--- src/rtl/overlap_add_if.sv ---
// Handshake and data bus of the overlap-add stage: controller strobes,
// frame memory read port and the output stream toward the output FIFO.
interface overlap_add_if #(
  parameter int DATA_WIDTH = 16,
  parameter int ADDR_W     = 9
);
  logic                         start;
  logic                         flush;
  logic                         busy;
  logic                         done;
  logic                         frm_rd_en;
  logic [ADDR_W-1:0]            frm_addr;
  logic signed [DATA_WIDTH-1:0] frm_data;
  logic                         out_ready;
  logic                         out_valid;
  logic signed [DATA_WIDTH-1:0] out_data;
  logic [15:0]                  frame_cnt;

  // controller/memory/sink side
  modport master (
    output start, flush, frm_data, out_ready,
    input  busy, done, frm_rd_en, frm_addr, out_valid, out_data, frame_cnt
  );

  // overlap-add block side
  modport slave (
    input  start, flush, frm_data, out_ready,
    output busy, done, frm_rd_en, frm_addr, out_valid, out_data, frame_cnt
  );
endinterface

--- src/rtl/overlap_add_512.sv ---
// Overlap-add of a 512-sample reconstructed frame at hop 256. The head half
// of each frame is summed with the stored tail of the previous frame and
// streamed out saturated; the tail half is then captured for the next frame.
module overlap_add_512 #(
  parameter int DATA_WIDTH = 16,
  parameter int FRAME_LEN  = 512,
  parameter int HOP        = 256
) (
  input  logic         clk,
  input  logic         rst_n,
  overlap_add_if.slave bus
);
  localparam int AW = $clog2(FRAME_LEN);
  localparam int HW = $clog2(HOP);
  localparam logic [HW:0] LAST_HEAD = (HW+1)'(HOP - 1);
  localparam logic [HW:0] HOP_CNT   = (HW+1)'(HOP);

  typedef enum logic [1:0] {IDLE, HEAD, TAIL, DONE} state_t;

  state_t          state_q, state_d;
  logic [HW:0]     idx_q, idx_d;
  logic            rd_en_q, rd_en_d;
  logic [AW-1:0]   addr_q, addr_d;
  logic            busy_q, busy_d;
  logic            done_q, done_d;
  logic            tail_valid_q, tail_valid_d;
  logic [15:0]     frame_cnt_q, frame_cnt_d;

  // read-return pipeline: which half the in-flight read belongs to
  logic            out_valid_q;
  logic            tail_we_q;
  logic [HW-1:0]   wr_idx_q;

  logic [DATA_WIDTH-1:0] tail_mem [HOP];
  logic [DATA_WIDTH-1:0] tail_rd_q;
  logic [DATA_WIDTH:0]   sum;
  logic [DATA_WIDTH-1:0] sat_val;

  // Next-state logic. Outputs are registered, so this decides the read that
  // happens in the following cycle, using the current out_ready.
  always_comb begin
    state_d      = state_q;
    idx_d        = idx_q;
    rd_en_d      = 1'b0;
    addr_d       = addr_q;
    done_d       = 1'b0;
    tail_valid_d = tail_valid_q;
    frame_cnt_d  = frame_cnt_q;
    case (state_q)
      IDLE: begin
        // flush takes effect before a same-cycle start
        if (bus.flush) tail_valid_d = 1'b0;
        if (bus.start) begin
          state_d = HEAD;
          idx_d   = '0;
          if (bus.out_ready) begin
            rd_en_d = 1'b1;
            addr_d  = '0;
            idx_d   = (HW+1)'(1);
          end
        end
      end
      HEAD: begin
        if (bus.out_ready) begin
          rd_en_d = 1'b1;
          addr_d  = AW'(idx_q);
          if (idx_q == LAST_HEAD) begin
            state_d = TAIL;
            idx_d   = '0;
          end else begin
            idx_d = idx_q + 1'b1;
          end
        end
      end
      TAIL: begin
        // idx reaching HOP means all tail reads are issued; the last one
        // returns together with done
        if (idx_q < HOP_CNT) begin
          rd_en_d = 1'b1;
          addr_d  = AW'(HOP) + AW'(idx_q);
          idx_d   = idx_q + 1'b1;
        end else begin
          state_d = DONE;
          done_d  = 1'b1;
        end
      end
      DONE: begin
        state_d      = IDLE;
        tail_valid_d = 1'b1;
        frame_cnt_d  = frame_cnt_q + 1'b1;
      end
      default: state_d = IDLE;
    endcase
    busy_d = (state_d != IDLE);
  end

  // Control registers and read-return pipeline.
  always_ff @(posedge clk or negedge rst_n) begin
    if (!rst_n) begin
      state_q      <= IDLE;
      idx_q        <= '0;
      rd_en_q      <= 1'b0;
      addr_q       <= '0;
      busy_q       <= 1'b0;
      done_q       <= 1'b0;
      tail_valid_q <= 1'b0;
      frame_cnt_q  <= '0;
      out_valid_q  <= 1'b0;
      tail_we_q    <= 1'b0;
      wr_idx_q     <= '0;
    end else begin
      state_q      <= state_d;
      idx_q        <= idx_d;
      rd_en_q      <= rd_en_d;
      addr_q       <= addr_d;
      busy_q       <= busy_d;
      done_q       <= done_d;
      tail_valid_q <= tail_valid_d;
      frame_cnt_q  <= frame_cnt_d;
      out_valid_q  <= rd_en_q && !addr_q[AW-1];
      tail_we_q    <= rd_en_q && addr_q[AW-1];
      wr_idx_q     <= addr_q[HW-1:0];
    end
  end

  // Tail buffer: synchronous RAM read alongside the head read so the entry
  // lines up with frm_data; written one cycle after each tail read.
  always_ff @(posedge clk) begin
    if (tail_we_q) tail_mem[wr_idx_q] <= bus.frm_data;
    tail_rd_q <= tail_mem[addr_q[HW-1:0]];
  end

  // Widened sum and clip; overflow shows as differing top two bits.
  always_comb begin
    sum = {bus.frm_data[DATA_WIDTH-1], bus.frm_data}
        + (tail_valid_q ? {tail_rd_q[DATA_WIDTH-1], tail_rd_q} : '0);
    if (sum[DATA_WIDTH] != sum[DATA_WIDTH-1])
      sat_val = sum[DATA_WIDTH] ? {1'b1, {(DATA_WIDTH-1){1'b0}}}
                                : {1'b0, {(DATA_WIDTH-1){1'b1}}};
    else
      sat_val = sum[DATA_WIDTH-1:0];
  end

  // The frame memory's output register is the data stage: out_data is
  // formed from it in the cycle out_valid is high and forced to 0 otherwise.
  assign bus.frm_rd_en = rd_en_q;
  assign bus.frm_addr  = addr_q;
  assign bus.busy      = busy_q;
  assign bus.done      = done_q;
  assign bus.out_valid = out_valid_q;
  assign bus.out_data  = out_valid_q ? sat_val : '0;
  assign bus.frame_cnt = frame_cnt_q;
endmodule

--- src/flat_wrapper.sv ---
// flat-port wrapper written by rule: the top's interface ports become plain ports
module overlap_add_512_flat 
#(
  parameter int DATA_WIDTH = 16,
  parameter int FRAME_LEN  = 512,
  parameter int HOP        = 256
)
  (clk, rst_n, bus_start, bus_flush, bus_frm_data, bus_out_ready, bus_busy, bus_done, bus_frm_rd_en, bus_frm_addr, bus_out_valid, bus_out_data, bus_frame_cnt);
  overlap_add_if #(.DATA_WIDTH(DATA_WIDTH), .ADDR_W(9)) bus_i ();
  input  logic clk;
  input  logic rst_n;
  input wire logic [$bits(bus_i.start)-1:0] bus_start;
  input wire logic [$bits(bus_i.flush)-1:0] bus_flush;
  input wire logic [$bits(bus_i.frm_data)-1:0] bus_frm_data;
  input wire logic [$bits(bus_i.out_ready)-1:0] bus_out_ready;
  output wire logic [$bits(bus_i.busy)-1:0] bus_busy;
  output wire logic [$bits(bus_i.done)-1:0] bus_done;
  output wire logic [$bits(bus_i.frm_rd_en)-1:0] bus_frm_rd_en;
  output wire logic [$bits(bus_i.frm_addr)-1:0] bus_frm_addr;
  output wire logic [$bits(bus_i.out_valid)-1:0] bus_out_valid;
  output wire logic [$bits(bus_i.out_data)-1:0] bus_out_data;
  output wire logic [$bits(bus_i.frame_cnt)-1:0] bus_frame_cnt;
  assign bus_i.start = bus_start;
  assign bus_i.flush = bus_flush;
  assign bus_i.frm_data = bus_frm_data;
  assign bus_i.out_ready = bus_out_ready;
  assign bus_busy = bus_i.busy;
  assign bus_done = bus_i.done;
  assign bus_frm_rd_en = bus_i.frm_rd_en;
  assign bus_frm_addr = bus_i.frm_addr;
  assign bus_out_valid = bus_i.out_valid;
  assign bus_out_data = bus_i.out_data;
  assign bus_frame_cnt = bus_i.frame_cnt;
  overlap_add_512 #(.DATA_WIDTH(DATA_WIDTH), .FRAME_LEN(FRAME_LEN), .HOP(HOP)) u_core (.clk(clk), .rst_n(rst_n), .bus(bus_i));
endmodule
--- config.mk ---
export PLATFORM = sky130hd
export DESIGN_NAME = overlap_add_512_flat
export DESIGN_NICKNAME = d
export VERILOG_FILES = /design/src/rtl/overlap_add_if.sv /design/src/rtl/overlap_add_512.sv /design/src/flat_wrapper.sv
export SDC_FILE = /design/constraint.sdc
export NUM_CORES = 2
export LEC_CHECK = 0
export BUFFER_PORTS_ARGS = -buffer_cell sky130_fd_sc_hd__buf_2
export CAP_MARGIN = 40
export CORE_MARGIN = 3
export CORE_UTILIZATION = 45
export DETAILED_ROUTE_END_ITERATION = 8
export GPL_TIMING_DRIVEN = 1
export PLACE_DENSITY_LB_ADDON = 0.12
export SLEW_MARGIN = 10
export SYNTH_ARGS = -nofsm -noshare
export SYNTH_HDL_FRONTEND = slang
export SYNTH_SLANG_ARGS = --single-unit
--- constraint.sdc ---
create_clock -name clk -period 3.7 [get_ports clk]
set_input_delay 0.185 -clock clk [delete_from_list [all_inputs] [get_ports clk]]
set_output_delay 0.185 -clock clk [all_outputs]
set_load 0.01 [all_outputs]
==> run metrics <==
status=finished with violations; failing checks=setup timing; Hold Crit Depth=2; Yosys reg bits=4162; post-synthesis sequential area ratio=77.9%; synth unique cells=62; RSZ-0062 raised after global routing=yes; final hold viol count=0; Setup TNS=-5.28 ns; startpoint types=register; insertion delay to the later sink of the worst-skew pair=0.97 ns; Die ar.=363000 µm²; syn_area_per_cell=22.2 µm²; Slew @ Worst Pin=1.45 ns; final period utilization=111%; Worst-path clk slew=0.06 ns; Worst path max stage delay=0.41 ns; vias per cell=6.05; Final Wtd Congestion=0.900; Initial Utilization=45.3%; post-placement cell area=171000 µm²; Clock Root Buffer=clkbuf_16; initial antenna violation count=16; Die Span Y=602 µm; Post-synth EDFFs=4096; Worst Path Max Fanout=13; DR pass1 iterations=7; leakage=0.0575 µW; Yosys top cell area share=76.9%; worst vdd ir=0.420 mV; nets=8114; number of global-route vias before repair=80.4k; Crit Path Class=register to primary output; # clock sinks=4162; setup violators final=16; Top FF cell, synth=edfxtp_1; Final Slew Violations=0; Worst Clk Skew=0.0448 ns; # DRC=0; Port Buffer Count=65; FFs w/ async S/R, synth=1.20%; largest net degree at the start of global routing=170; die width=602 µm; Post-Place Worst Slack=-0.189 ns; # placed instances=12.3k; Ys Warns=0; routed len/inst=34.8 µm; Max clock buf depth=4; P per Cell Area=512 nW/µm²; Filler cells=27.4k; reg2reg path depth=10; fraction of layout cells with a size suffix above 1=31.7%; # rows=218; via count=79.6k; arrival time at the worst endpoint=3.91 ns; H-Tree Depth=5; final antenna-violating net count=0; final cell count without fillers=13.2k; CP cell instances=buf_6, and2_1, ha_2, inv_1, o21ai_0, a221oi_2, o21a_1, buf_4, o311ai_4, buf_6, buf_8, a21oi_1, buf_4, buf_4; most frequent cell after synthesis=edfxtp_1; Critical-path top delay cell=dfrtp_1; total grt overflow=0; Post-Syn Nets=7262; Hold WC Path Type=primary input to register; most used cell, CP=buf_4; Initial DRC Count=9462; total global-route track usage=25.1%; post-layout min period=4.10 ns; Max Cap Viol=0; DP HPWL=285 mm; largest area contributor in the netlist=edfxtp_1; first-pass GRT wire length=641 mm; Area contributors post-synth=edfxtp_1, mux4_2, nor3_1, dfrtp_1, nor2_1; finished layout cell area=186000 µm²; Fmax=244 MHz; Final WS setup=-0.399 ns; Post-Route WL=458 mm; Rel. slew slack=3.18%; top cells by count, synth=edfxtp_1, mux4_2, nor2_1; cells after synthesis=7215; Placeable Area=353000 µm²; CTS tree=done; Data required, critical path=3.51 ns; IO Count=66; area growth from synthesis to layout=16.1%; CP endpoint kind=primary output; Cell Area, Synth=160000 µm²; CTS Buf Count=432
==> placed cells by master, fill, tap and decap left out, types with 46 or more instances in the layout <==
| cell type | instances |
|---|---|
| nor4_1 | 57 |
| edfxtp_1 | 4096 |
| mux4_2 | 1072 |
| nor3_1 | 291 |
| buf_4 | 660 |
| o22ai_1 | 66 |
| clkinv_1 | 104 |
| a22oi_1 | 112 |
| clkinv_2 | 73 |
| dfrtp_1 | 46 |
| o21ai_0 | 80 |
| nand2_1 | 112 |
| clkbuf_1 | 105 |
| nor2_1 | 203 |
| buf_12 | 76 |
| clkbuf_16 | 441 |
| nor2_2 | 87 |
| or4_1 | 50 |
| mux2i_1 | 49 |
==> report_power, final <==
group	internal [µW]	leakage, µW	switching (µW)
clock network	24100	0.00664	17900
registers	51800	0.0376	2.31
logic	219	0.0133	1110
total	76100	0.0575	19000
==> area by class of cell <==
cell class | instances | area (µm²) | area share (%)
Antenna cell | 5 | 12.5 | 0.00674
Clock buffer | 549 | 11400 | 6.16
Clock inverter | 237 | 2130 | 1.15
Inverter | 18 | 72.6 | 0.0391
Multi-Input combinational cell | 2598 | 33700 | 18.2
Sequential cell | 4162 | 125000 | 67.1
Tap cell | 4730 | 5920 | 3.19
Timing Repair Buffer | 855 | 7880 | 4.24
==> metal layers <==
layer	up-vias	wire length (µm)	part of all wire [%]	GRT usage [%]
met1	43389	185000	40	35.0
met4	0	18600	4.1	9.11
met3	640	34300	7.5	4.45
met2	3185	220000	48	39.9
met5	-	0	0	0
li1	32395	-	-	-
==> logic make-up after synthesis <==
kind of cell	count (synthesis)	synth area share, %
multiplexers	1123	15.4
XOR/XNOR	25	0.137
AO/OA/AOI/OAI	435	1.85
flip-flops	4162	77.9
adder cells (fa/ha/maj)	26	0.208
AND/OR/NAND/NOR	989	3.04
buffers and inverters	455	1.49
==> sequential cells by signal, indices dropped and copies added, names as in the netlist, 2 cells and up <==
register and cells:
u_core.bus.frame_cnt 16, u_core.state_q 2, u_core.wr_idx_q 8, u_core.tail_mem 4096, u_core.tail_rd_q 16, u_core.idx_q 9
u_core.bus.frm_addr 9
==> worst paths after layout <==
check / start / to / slack [ns]
max in group asynchronous: rst_n / u_core.bus.frm_addr[1] / 2.59
min reg2reg: u_core.bus.frame_cnt[15] / u_core.bus.frame_cnt[15] / 0.48
min in group asynchronous: rst_n / u_core.bus.frame_cnt[13] / 0.31
min: bus_frm_data[1] / u_core.tail_mem[70][1] / 0.15
max reg2reg: u_core.bus.frm_addr[0] / u_core.tail_rd_q[3] / 0
max: u_core.tail_valid_q / bus_out_data[14] / -0.40
==> through the flow <==
step	utilization, %	power [µW]	hold slack, ns
after floorplan	-	52800	-0.111
after CTS	52.4	95800	0.0647
after global routing	52.6	97800	0.115
final	52.6	95100	0.145
after detailed placement	48.4	54000	0.0387
after global placement	48.3	53900	0.300
==> worst max-delay path: cells and delay by family (launching register included) <==
family          cells  cell delay [ns]
buf+inv             7             1.05
fa+ha+maj           1             0.41
simple gates        1             0.14
compound gates      5             0.93
flops               1             0.41
==> repair_timing <==
| item | 4_1_cts | 5_1_grt |
|---|---|---|
| hold buffers | 22 | 0 |
| resized for setup | 46 | 55 |
| cloned | 0 | 3 |
| pin swaps | 12 | 14 |
| endpoints found under the hold margin | 912 | 0 |
| buffers inserted | 5 | 3 |
| setup endpoints to repair | 26 | 25 |
Power figures use the tool's default switching activity.
